[src/rtl/analyzer_trig_ctrl.sv]
// analyzer_trig_ctrl
// Trigger and sequencing controller for the logic-analyzer capture store.
// It evaluates a per-channel level/edge trigger condition on the probed
// inputs and supports force and timeout triggers. When a trigger fires, it
// issues a one-cycle trig pulse. It then follows the store's busy/done
// handshake to report capture status.
//
// Ports
//   clk, rstn        clock, asynchronous active-low reset
//   digital_in       probed channels (synchronous to clk)
//   cfg_level_mask   channel enable for the level condition
//   cfg_level_val    required level per channel
//   cfg_edge_mask    channel enable for the edge condition
//   cfg_edge_rise    1 = rising edge, 0 = falling edge
//   cfg_or_mode      0 = AND of enabled terms, 1 = OR of enabled terms
//   cfg_timeout      forced trigger after this many armed cycles (0 = off)
//   arm              pulse: arm / re-arm; latches all cfg_* inputs
//   force_trig       pulse: trigger immediately while armed
//                    ("force" is a reserved word, hence the longer name)
//   abort            pulse: disarm (only honoured while armed)
//   store_busy       capture store busy
//   store_done       capture store done
//   trig             one-cycle trigger pulse to the store
//   armed            high while armed
//   capturing        high from the trigger until the store reports done
//   cap_done         high once the capture is complete
//   trig_cause       00 none, 01 condition, 10 force, 11 timeout
//   trig_delay       armed-cycle counter value at the moment of the fire
module analyzer_trig_ctrl #(
  parameter int DIGITAL_IN_NUM = 8,
  parameter int TIMEOUT_WIDTH  = 32
) (
  input  logic                      clk,
  input  logic                      rstn,
  input  logic [DIGITAL_IN_NUM-1:0] digital_in,
  input  logic [DIGITAL_IN_NUM-1:0] cfg_level_mask,
  input  logic [DIGITAL_IN_NUM-1:0] cfg_level_val,
  input  logic [DIGITAL_IN_NUM-1:0] cfg_edge_mask,
  input  logic [DIGITAL_IN_NUM-1:0] cfg_edge_rise,
  input  logic                      cfg_or_mode,
  input  logic [TIMEOUT_WIDTH-1:0]  cfg_timeout,
  input  logic                      arm,
  input  logic                      force_trig,
  input  logic                      abort,
  input  logic                      store_busy,
  input  logic                      store_done,
  output logic                      trig,
  output logic                      armed,
  output logic                      capturing,
  output logic                      cap_done,
  output logic [1:0]                trig_cause,
  output logic [TIMEOUT_WIDTH-1:0]  trig_delay
);

  typedef enum logic [2:0] {
    ST_IDLE       = 3'd0,
    ST_ARMED      = 3'd1,
    ST_FIRE       = 3'd2,
    ST_WAIT_START = 3'd3,
    ST_CAPTURE    = 3'd4,
    ST_DONE       = 3'd5
  } state_t;

  localparam logic [TIMEOUT_WIDTH-1:0] CNT_ZERO = {TIMEOUT_WIDTH{1'b0}};
  localparam logic [TIMEOUT_WIDTH-1:0] CNT_ONE  = {{(TIMEOUT_WIDTH-1){1'b0}}, 1'b1};
  localparam logic [TIMEOUT_WIDTH-1:0] CNT_MAX  = {TIMEOUT_WIDTH{1'b1}};

  state_t                      state_r, next_state_s;
  logic [DIGITAL_IN_NUM-1:0]   d_q_r, d_qq_r;
  logic [DIGITAL_IN_NUM-1:0]   lvl_mask_r, lvl_val_r, edge_mask_r, edge_rise_r;
  logic                        or_mode_r;
  logic [TIMEOUT_WIDTH-1:0]    timeout_r, cnt_r;
  logic [DIGITAL_IN_NUM-1:0]   lvl_term_s, edge_term_s;
  logic                        and_hit_s, or_hit_s, hit_s, tmo_s, fire_s;
  logic                        arm_acc_s, fire_entry_s;
  logic [1:0]                  cause_s;
  logic                        trig_nxt_s, armed_nxt_s, capt_nxt_s, done_nxt_s;
  logic                        trig_r, armed_r, capt_r, done_r;
  logic [1:0]                  cause_r;
  logic [TIMEOUT_WIDTH-1:0]    delay_r;

  // Trigger condition from the two-stage input history and the latched config.
  always_comb begin
    lvl_term_s  = ~(d_q_r ^ lvl_val_r);
    edge_term_s = (edge_rise_r & d_q_r & ~d_qq_r) | (~edge_rise_r & ~d_q_r & d_qq_r);
    // Disabled channels are neutral: 1 for AND, 0 for OR.
    and_hit_s   = (&(lvl_term_s | ~lvl_mask_r)) & (&(edge_term_s | ~edge_mask_r));
    or_hit_s    = (|(lvl_term_s & lvl_mask_r)) | (|(edge_term_s & edge_mask_r));
    hit_s       = or_mode_r ? or_hit_s : and_hit_s;
    tmo_s       = (timeout_r != CNT_ZERO) && (cnt_r == (timeout_r - CNT_ONE));
    fire_s      = hit_s | force_trig | tmo_s;
    if (hit_s) begin
      cause_s = 2'b01;
    end else if (force_trig) begin
      cause_s = 2'b10;
    end else if (tmo_s) begin
      cause_s = 2'b11;
    end else begin
      cause_s = 2'b00;
    end
  end

  // An arm is accepted in IDLE and DONE, and in ARMED unless abort is also present.
  always_comb begin
    case (state_r)
      ST_IDLE, ST_DONE: arm_acc_s = arm;
      ST_ARMED:         arm_acc_s = arm & ~abort;
      default:          arm_acc_s = 1'b0;
    endcase
  end

  // State register.
  always_ff @(posedge clk or negedge rstn) begin
    if (!rstn) begin
      state_r <= ST_IDLE;
    end else begin
      state_r <= next_state_s;
    end
  end

  // Next-state logic. In ARMED the order is abort, then re-arm, then fire.
  always_comb begin
    next_state_s = state_r;
    case (state_r)
      ST_IDLE: begin
        if (arm) next_state_s = ST_ARMED;
        else     next_state_s = ST_IDLE;
      end
      ST_ARMED: begin
        if (abort)       next_state_s = ST_IDLE;
        else if (arm)    next_state_s = ST_ARMED;
        else if (fire_s) next_state_s = ST_FIRE;
        else             next_state_s = ST_ARMED;
      end
      ST_FIRE:       next_state_s = ST_WAIT_START;
      ST_WAIT_START: begin
        if (store_busy) next_state_s = ST_CAPTURE;
        else            next_state_s = ST_WAIT_START;
      end
      ST_CAPTURE: begin
        if (store_done) next_state_s = ST_DONE;
        else            next_state_s = ST_CAPTURE;
      end
      ST_DONE: begin
        if (arm) next_state_s = ST_ARMED;
        else     next_state_s = ST_DONE;
      end
      default: next_state_s = ST_IDLE;
    endcase
  end

  // Output decode of the next state; registered below so it lines up with the state.
  always_comb begin
    trig_nxt_s  = 1'b0;
    armed_nxt_s = 1'b0;
    capt_nxt_s  = 1'b0;
    done_nxt_s  = 1'b0;
    case (next_state_s)
      ST_ARMED:      armed_nxt_s = 1'b1;
      ST_FIRE: begin
        trig_nxt_s = 1'b1;
        capt_nxt_s = 1'b1;
      end
      ST_WAIT_START: capt_nxt_s = 1'b1;
      ST_CAPTURE:    capt_nxt_s = 1'b1;
      ST_DONE:       done_nxt_s = 1'b1;
      default: begin
        trig_nxt_s  = 1'b0;
        armed_nxt_s = 1'b0;
        capt_nxt_s  = 1'b0;
        done_nxt_s  = 1'b0;
      end
    endcase
  end

  assign fire_entry_s = (state_r == ST_ARMED) && (next_state_s == ST_FIRE);

  // Status output registers.
  always_ff @(posedge clk or negedge rstn) begin
    if (!rstn) begin
      trig_r  <= 1'b0;
      armed_r <= 1'b0;
      capt_r  <= 1'b0;
      done_r  <= 1'b0;
    end else begin
      trig_r  <= trig_nxt_s;
      armed_r <= armed_nxt_s;
      capt_r  <= capt_nxt_s;
      done_r  <= done_nxt_s;
    end
  end

  // Input history; runs in every state so an edge at the arming edge is seen.
  always_ff @(posedge clk or negedge rstn) begin
    if (!rstn) begin
      d_q_r  <= {DIGITAL_IN_NUM{1'b0}};
      d_qq_r <= {DIGITAL_IN_NUM{1'b0}};
    end else begin
      d_q_r  <= digital_in;
      d_qq_r <= d_q_r;
    end
  end

  // Configuration snapshot taken on every accepted arm.
  always_ff @(posedge clk or negedge rstn) begin
    if (!rstn) begin
      lvl_mask_r  <= {DIGITAL_IN_NUM{1'b0}};
      lvl_val_r   <= {DIGITAL_IN_NUM{1'b0}};
      edge_mask_r <= {DIGITAL_IN_NUM{1'b0}};
      edge_rise_r <= {DIGITAL_IN_NUM{1'b0}};
      or_mode_r   <= 1'b0;
      timeout_r   <= CNT_ZERO;
    end else if (arm_acc_s) begin
      lvl_mask_r  <= cfg_level_mask;
      lvl_val_r   <= cfg_level_val;
      edge_mask_r <= cfg_edge_mask;
      edge_rise_r <= cfg_edge_rise;
      or_mode_r   <= cfg_or_mode;
      timeout_r   <= cfg_timeout;
    end else begin
      lvl_mask_r  <= lvl_mask_r;
      lvl_val_r   <= lvl_val_r;
      edge_mask_r <= edge_mask_r;
      edge_rise_r <= edge_rise_r;
      or_mode_r   <= or_mode_r;
      timeout_r   <= timeout_r;
    end
  end

  // Saturating armed-cycle counter, cleared on every entry to ARMED.
  always_ff @(posedge clk or negedge rstn) begin
    if (!rstn) begin
      cnt_r <= CNT_ZERO;
    end else if (arm_acc_s) begin
      cnt_r <= CNT_ZERO;
    end else if ((state_r == ST_ARMED) && (cnt_r != CNT_MAX)) begin
      cnt_r <= cnt_r + CNT_ONE;
    end else begin
      cnt_r <= cnt_r;
    end
  end

  // Trigger cause and delay capture.
  always_ff @(posedge clk or negedge rstn) begin
    if (!rstn) begin
      cause_r <= 2'b00;
      delay_r <= CNT_ZERO;
    end else if (arm_acc_s) begin
      cause_r <= 2'b00;
      delay_r <= delay_r;
    end else if (fire_entry_s) begin
      cause_r <= cause_s;
      delay_r <= cnt_r;
    end else begin
      cause_r <= cause_r;
      delay_r <= delay_r;
    end
  end

  assign trig       = trig_r;
  assign armed      = armed_r;
  assign capturing  = capt_r;
  assign cap_done   = done_r;
  assign trig_cause = cause_r;
  assign trig_delay = delay_r;

endmodule

[config.mk]
export PLATFORM = sky130hd
export DESIGN_NAME = analyzer_trig_ctrl
export DESIGN_NICKNAME = d
export VERILOG_FILES = /design/src/rtl/analyzer_trig_ctrl.sv
export SDC_FILE = /design/constraint.sdc
export NUM_CORES = 1
export LEC_CHECK = 0
export CAP_MARGIN = 20
export CORE_MARGIN = 4
export CORE_UTILIZATION = 45
export CTS_BUF_LIST = sky130_fd_sc_hd__clkbuf_4 sky130_fd_sc_hd__clkbuf_8
export DETAILED_ROUTE_END_ITERATION = 8
export PLACE_DENSITY = 0.72
export SLEW_MARGIN = 25
export SYNTH_ARGS = -nofsm -noshare
export SYNTH_HDL_FRONTEND = slang
export SYNTH_SLANG_ARGS = --single-unit
[constraint.sdc]
create_clock -name clk -period 5.31 [get_ports clk]
set_clock_uncertainty 0.1 [all_clocks]
set_input_delay 1.593 -clock clk [delete_from_list [all_inputs] [get_ports clk]]
set_output_delay 1.593 -clock clk [all_outputs]
set_load 0.01 [all_outputs]
Yosys cells after proc, flatten, opt, wreduce, memory -nomap -nowiden:

Cells that the tools add are included.

* output and inout bits: 38
* logic and storage cells: 88
* register bits: 154

* muxes and demuxes: 21
* eq/ne operators: 12
* reductions and logical operators: 14
* bitwise logic cells: 23
* add/subtract/negate cells: 2

Operators by type and width (number)
* 32-bit two-way mux: 2
* 8-bit AND: 6
* 8-bit inverter: 6
* 32-bit by 1-bit adder with 32-bit output, second input constant: 1
* 32-bit == test: 1
* 32-bit != test, second input constant: 1
* 32-bit nonzero test: 1
* 32-bit by 1-bit subtractor with 32-bit output, second input constant: 1
* 8-bit OR: 3
* 3-bit one-hot mux with 6 select lines: 1
* 2-bit two-way mux: 8
* 8-bit AND reduction: 2
* 8-bit OR reduction: 2
* 3-bit by 2-bit == test with 1-bit output, second input constant: 4
* 3-bit == test, second input constant: 4
* 8-bit bitwise XOR: 1
* 1-bit two-way mux: 7
* 3-bit by 1-bit == test with 1-bit output, second input constant: 2
* 3-bit two-way mux: 2
* 2-bit nonzero test: 2
* 1-bit logical AND: 3
* 3-bit zero test: 1
* 1-bit OR: 3
* 3-bit OR reduction: 1
* 5 further kinds: 7

Logic depth before layout (Yosys ltp):

* depth in word-level cells: 18
* gate-level depth with buffers: 13
* mapped depth without buffers: 11

Least setup slack after synthesis:

Ideal clock, no wire load.

* path kind: reg-to-reg
* start point: reg timeout_r[0]
* end point: reg delay_r[10] (netlist: trig_delay[10])
* period minus slack after synthesis: 3.487 ns
* path slack: 1.823 ns
* arrival: 3.262 ns
* cell stages (with the launch flop): 14
* required time: 5.085 ns
* cells stage by stage: dfrtp_1 inv_1 ha_1 nor4b_1 nand4_1 nor4_1 xnor2_1 nand4_1 a2111oi_0 and4_1 a31o_1 buf_6 buf_12 mux2_4

* cells in the longest elaborated chain, start to end: 11
* elaborated cells between the ends (all ways): 12

Ends and longest elaborated chain
* start, declared: line 72 `logic [TIMEOUT_WIDTH-1:0] timeout_r, cnt_r;`
* start signal, assigned: line 219 `timeout_r <= cfg_timeout;`
* start signal, assigned: line 226 `timeout_r <= timeout_r;`
* 32-bit by 1-bit subtractor with 32-bit output: line 90 `tmo_s = (timeout_r != CNT_ZERO) && (cnt_r == (timeout_r - CNT_ONE));`
* 32-bit == test: line 90
* 1-bit logical AND *: line 90
* 1-bit OR *: line 91 `fire_s = hit_s | force_trig | tmo_s;`
* 2-bit two-way mux *: line 132 `else if (fire_s) next_state_s = ST_FIRE;`
* 2-bit two-way mux *: line 131 `else if (arm) next_state_s = ST_ARMED;`
* 2-bit two-way mux *: line 130 `if (abort) next_state_s = ST_IDLE;`
* 3-bit one-hot mux with 6 select lines *: line 124 `case (state_r)`
* 3-bit by 2-bit == test with 1-bit output *: line 176 `assign fire_entry_s = (state_r == ST_ARMED) && (next_state_s == ST_FIRE);`
* 1-bit logical AND *: line 176
* 2-bit AND reduction (no line) *
* end signal, assigned: line 250 `delay_r <= delay_r;`
* end signal, assigned: line 253 `delay_r <= cnt_r;`
* end signal, assigned: line 256 `delay_r <= delay_r;`
* end, declared: line 80 `logic [TIMEOUT_WIDTH-1:0] delay_r;`

Every way passes the cells marked *; elsewhere a longest branch is shown, timed or not.
A chain may end at the register's enable or synchronous reset.

Worst setup path in the final report:

* start point: reg timeout_r[0]
* end point: reg delay_r[4] (netlist: trig_delay[4])

The elaborated chain is that of the path after synthesis.

==> run metrics <==
largest family of logic cells by synthesized area simple AND/OR/NAND/NOR gates; crit path max fanout 23; clock transition time at the flip-flop clock pins of the worst setup and hold paths 0.09 ns; RSZ-0062 raised after global routing no; antenna violations before repair 0; Avg Inst Size Synth 9.63 µm²; Synth Flop Type dfrtp_1; routed vias/inst 5.19; Hold WC Path Type flip-flop to flip-flop; synthesized area 7770 µm²; DP Wirelength 12800 µm; area grow syn2layout 21.7%; flop2flop setup slack 0.73 ns; Multi-input gate area 3610 µm²; crit path DAT 4.82 ns; Syn Nets 889; max-capacitance violation count 0; drt pass-1 iters 4; static leakage 4.22 nW; # port buffers 117; Pwr Density 431 nW/µm²; GR Overflow Total 0; status complete, no violations; vias 5937; core footprint 16800 µm²; CP endpoint kind flip-flop; CTS H-tree lvls 4; Site Rows 47; placed cells 1113; Antenna Nets Post-Route 0; fin. max-slew vios 0; cts bufs inserted 17; Final Hold Vio Count 0; largest net degree at the start of global routing 112; crit path launch type flip-flop; CP required 5.55 ns; Die ar. 19400 µm²; Reg area 3850 µm²; wire per inst 15.5 µm; mux contribution to synthesized area 0.0680; # fillers 1487; drt total wl 17700 µm; Post-synth EDFFs 0; Die Ht 139 µm; headroom to the max-slew limit 0.362; Fmax 0.218 GHz; vias in the first global route 6009; Final Non-Filler Cells 1145; GRT Util Overall 0.188; global-route wire length before repair 29900 µm; worst-skew pair later-pin latency 0.46 ns; ratio of cells with drive above 1 in the final layout 0.0919; Synth Register Bits 154; post-CTS sizing 0; worst slew pin tran 0.943 ns; Cells after Synth 807; Post-Synth XOR/XNOR Area 0.0857; Clock Path Buffers 2; Synth async-reset ratio 1.00; drt first-iter violations 398; Seq/Total Area, Yosys 0.496; Final Setup Violations 0; Die Width 139 µm; CTS sink count 154; root buffer selected by CTS clkbuf_8; CTS Hold Bufs 0; Remaining DRCs 0; critical path class flip-flop to flip-flop; Initial Util 0.463; setup bufs post-CTS 0; adder-cell area share of the yosys netlist 0.00322; final-stage net count 994; GPL Wtd Cong 0.880; Synth cell types 62; Top Ports 118; period utilisation layout 0.863; Tmin final 4.58 ns; Fin Setup TNS 0 ns; CTS tree yes; # diodes 0; simple logic cell fraction of the synthesized area 0.227; compound-gate portion of the synthesized area 0.0804; synth warn 0; Worst VDD drop 265 µV
==> cells by family (layout without fill, tap and decap cells) <==
group           Yosys count  after routing
flops                   154            154
buf+inv                  60            178
simple gates            381            381
xor+xnor                 76             76
mux                      39             39
compound gates           95             95
fa+ha+maj                 2              2
==> final timing paths <==
path | from | to | depth (start not counted)
min in group asynchronous | rstn | trig_delay[15] | 1
worst min-delay path | d_q_r[3] | d_qq_r[3] | 0
worst max register to register | timeout_r[0] | trig_delay[4] | 12
max in group asynchronous | rstn | timeout_r[31] | 2
worst min register to register | d_q_r[3] | d_qq_r[3] | 0
worst max-delay path | timeout_r[0] | trig_delay[4] | 12
==> per-stage QoR <==
step	worst slack [ns]	hold WS (ns)	area, µm²	power [mW]	utilization
finish	0.728	0.352	9460	4.08	0.564
global route	0.467	0.372	9460	4.38	0.564
CTS	0.782	0.356	9460	4.10	0.564
detailed placement	0.828	0.334	9070	3.23	0.541
global placement	0.962	0.325	9070	3.20	0.541
floorplan	1.82	0.305	7770	2.77	-
==> cell usage after synthesis (2+ instances only) <==
library cell,n,area (µm²)
a31o_2,3,26.3
nor3_1,15,75.1
buf_6,4,45.0
a22o_1,2,17.5
mux2_4,26,390
mux2_2,6,67.6
inv_1,23,86.3
o21ai_0,23,115
nor2b_1,3,18.8
nor4b_1,2,17.5
a21boi_0,2,15.0
a31oi_1,4,25.0
or2_2,2,12.5
nand3_1,16,80.1
ha_1,2,25.0
a21oi_1,17,85.1
o221ai_1,6,52.6
a22oi_1,4,30.0
nand2b_1,11,68.8
or3_1,9,56.3
a221oi_1,2,17.5
xnor2_1,38,333
and4_1,7,61.3
mux2i_1,7,70.1
nand2_1,207,777
xor2_1,38,333
o22ai_1,11,68.8
nand4_1,15,93.8
nor4_2,2,25.0
nor4_1,8,50.1
and3_1,9,56.3
and2_1,7,43.8
a211oi_1,7,52.6
nor2_1,54,203
clkbuf_1,28,105
nand3b_1,4,30.0
buf_12,3,60.1
nor3b_1,3,22.5
dfrtp_1,154,3850
==> state kept, by name (all words and copies together) (netlist names) <==
name         flops
cnt_r           32
timeout_r       32
trig_delay      32
d_q_r            8
d_qq_r           8
edge_mask_r      8
edge_rise_r      8
lvl_mask_r       8
lvl_val_r        8
state_r          3
trig_cause       2
armed            1
cap_done         1
capturing        1
or_mode_r        1
trig             1
==> metal layers <==
metal  track usage  vias up  wire (µm)
met5             0        -          0
met4        0.0505        0        191
met3        0.0456       14        884
met2         0.298      158       8280
met1         0.260     2808       8350
li1              -     2957          -
==> power by group <==
part	internal, mW	total (mW)	switching (mW)
Sequential	1.47	1.81	0.339
Clock	0.393	0.861	0.468
Combinational	0.629	1.41	0.779
==> critical path, cell delays in order (launching register included) <==
cell and delay (ns):
dfrtp_1 0.42, inv_1 0.09, ha_1 0.21, nor4b_1 0.78, nand4_1 0.28, nor4_1 0.36
xnor2_1 0.18, nand4_1 0.11, a2111oi_0 0.41, and4_1 0.33, a31o_2 0.52, buf_12 0.27
mux2_2 0.36
==> cells in the final DEF (no fill, tap or decap), types with 17 or more instances in the layout <==
cell type	count
nor2_1	54
a21oi_1	17
nand2_1	207
clkbuf_8	18
xnor2_1	38
xor2_1	38
clkdlybuf4s50_1	116
dfrtp_1	154
o21ai_0	23
inv_1	23
mux2_4	26
==> cell type report <==
class | instances | area share
Clock buffer | 18 | 0.0262
Multi-Input combinational cell | 593 | 0.382
Clock inverter | 14 | 0.0144
Inverter | 23 | 0.00913
Timing Repair Buffer | 123 | 0.131
Sequential cell | 154 | 0.408
Tap cell | 220 | 0.0291
Note: power is estimated with default switching activity, not from simulation.
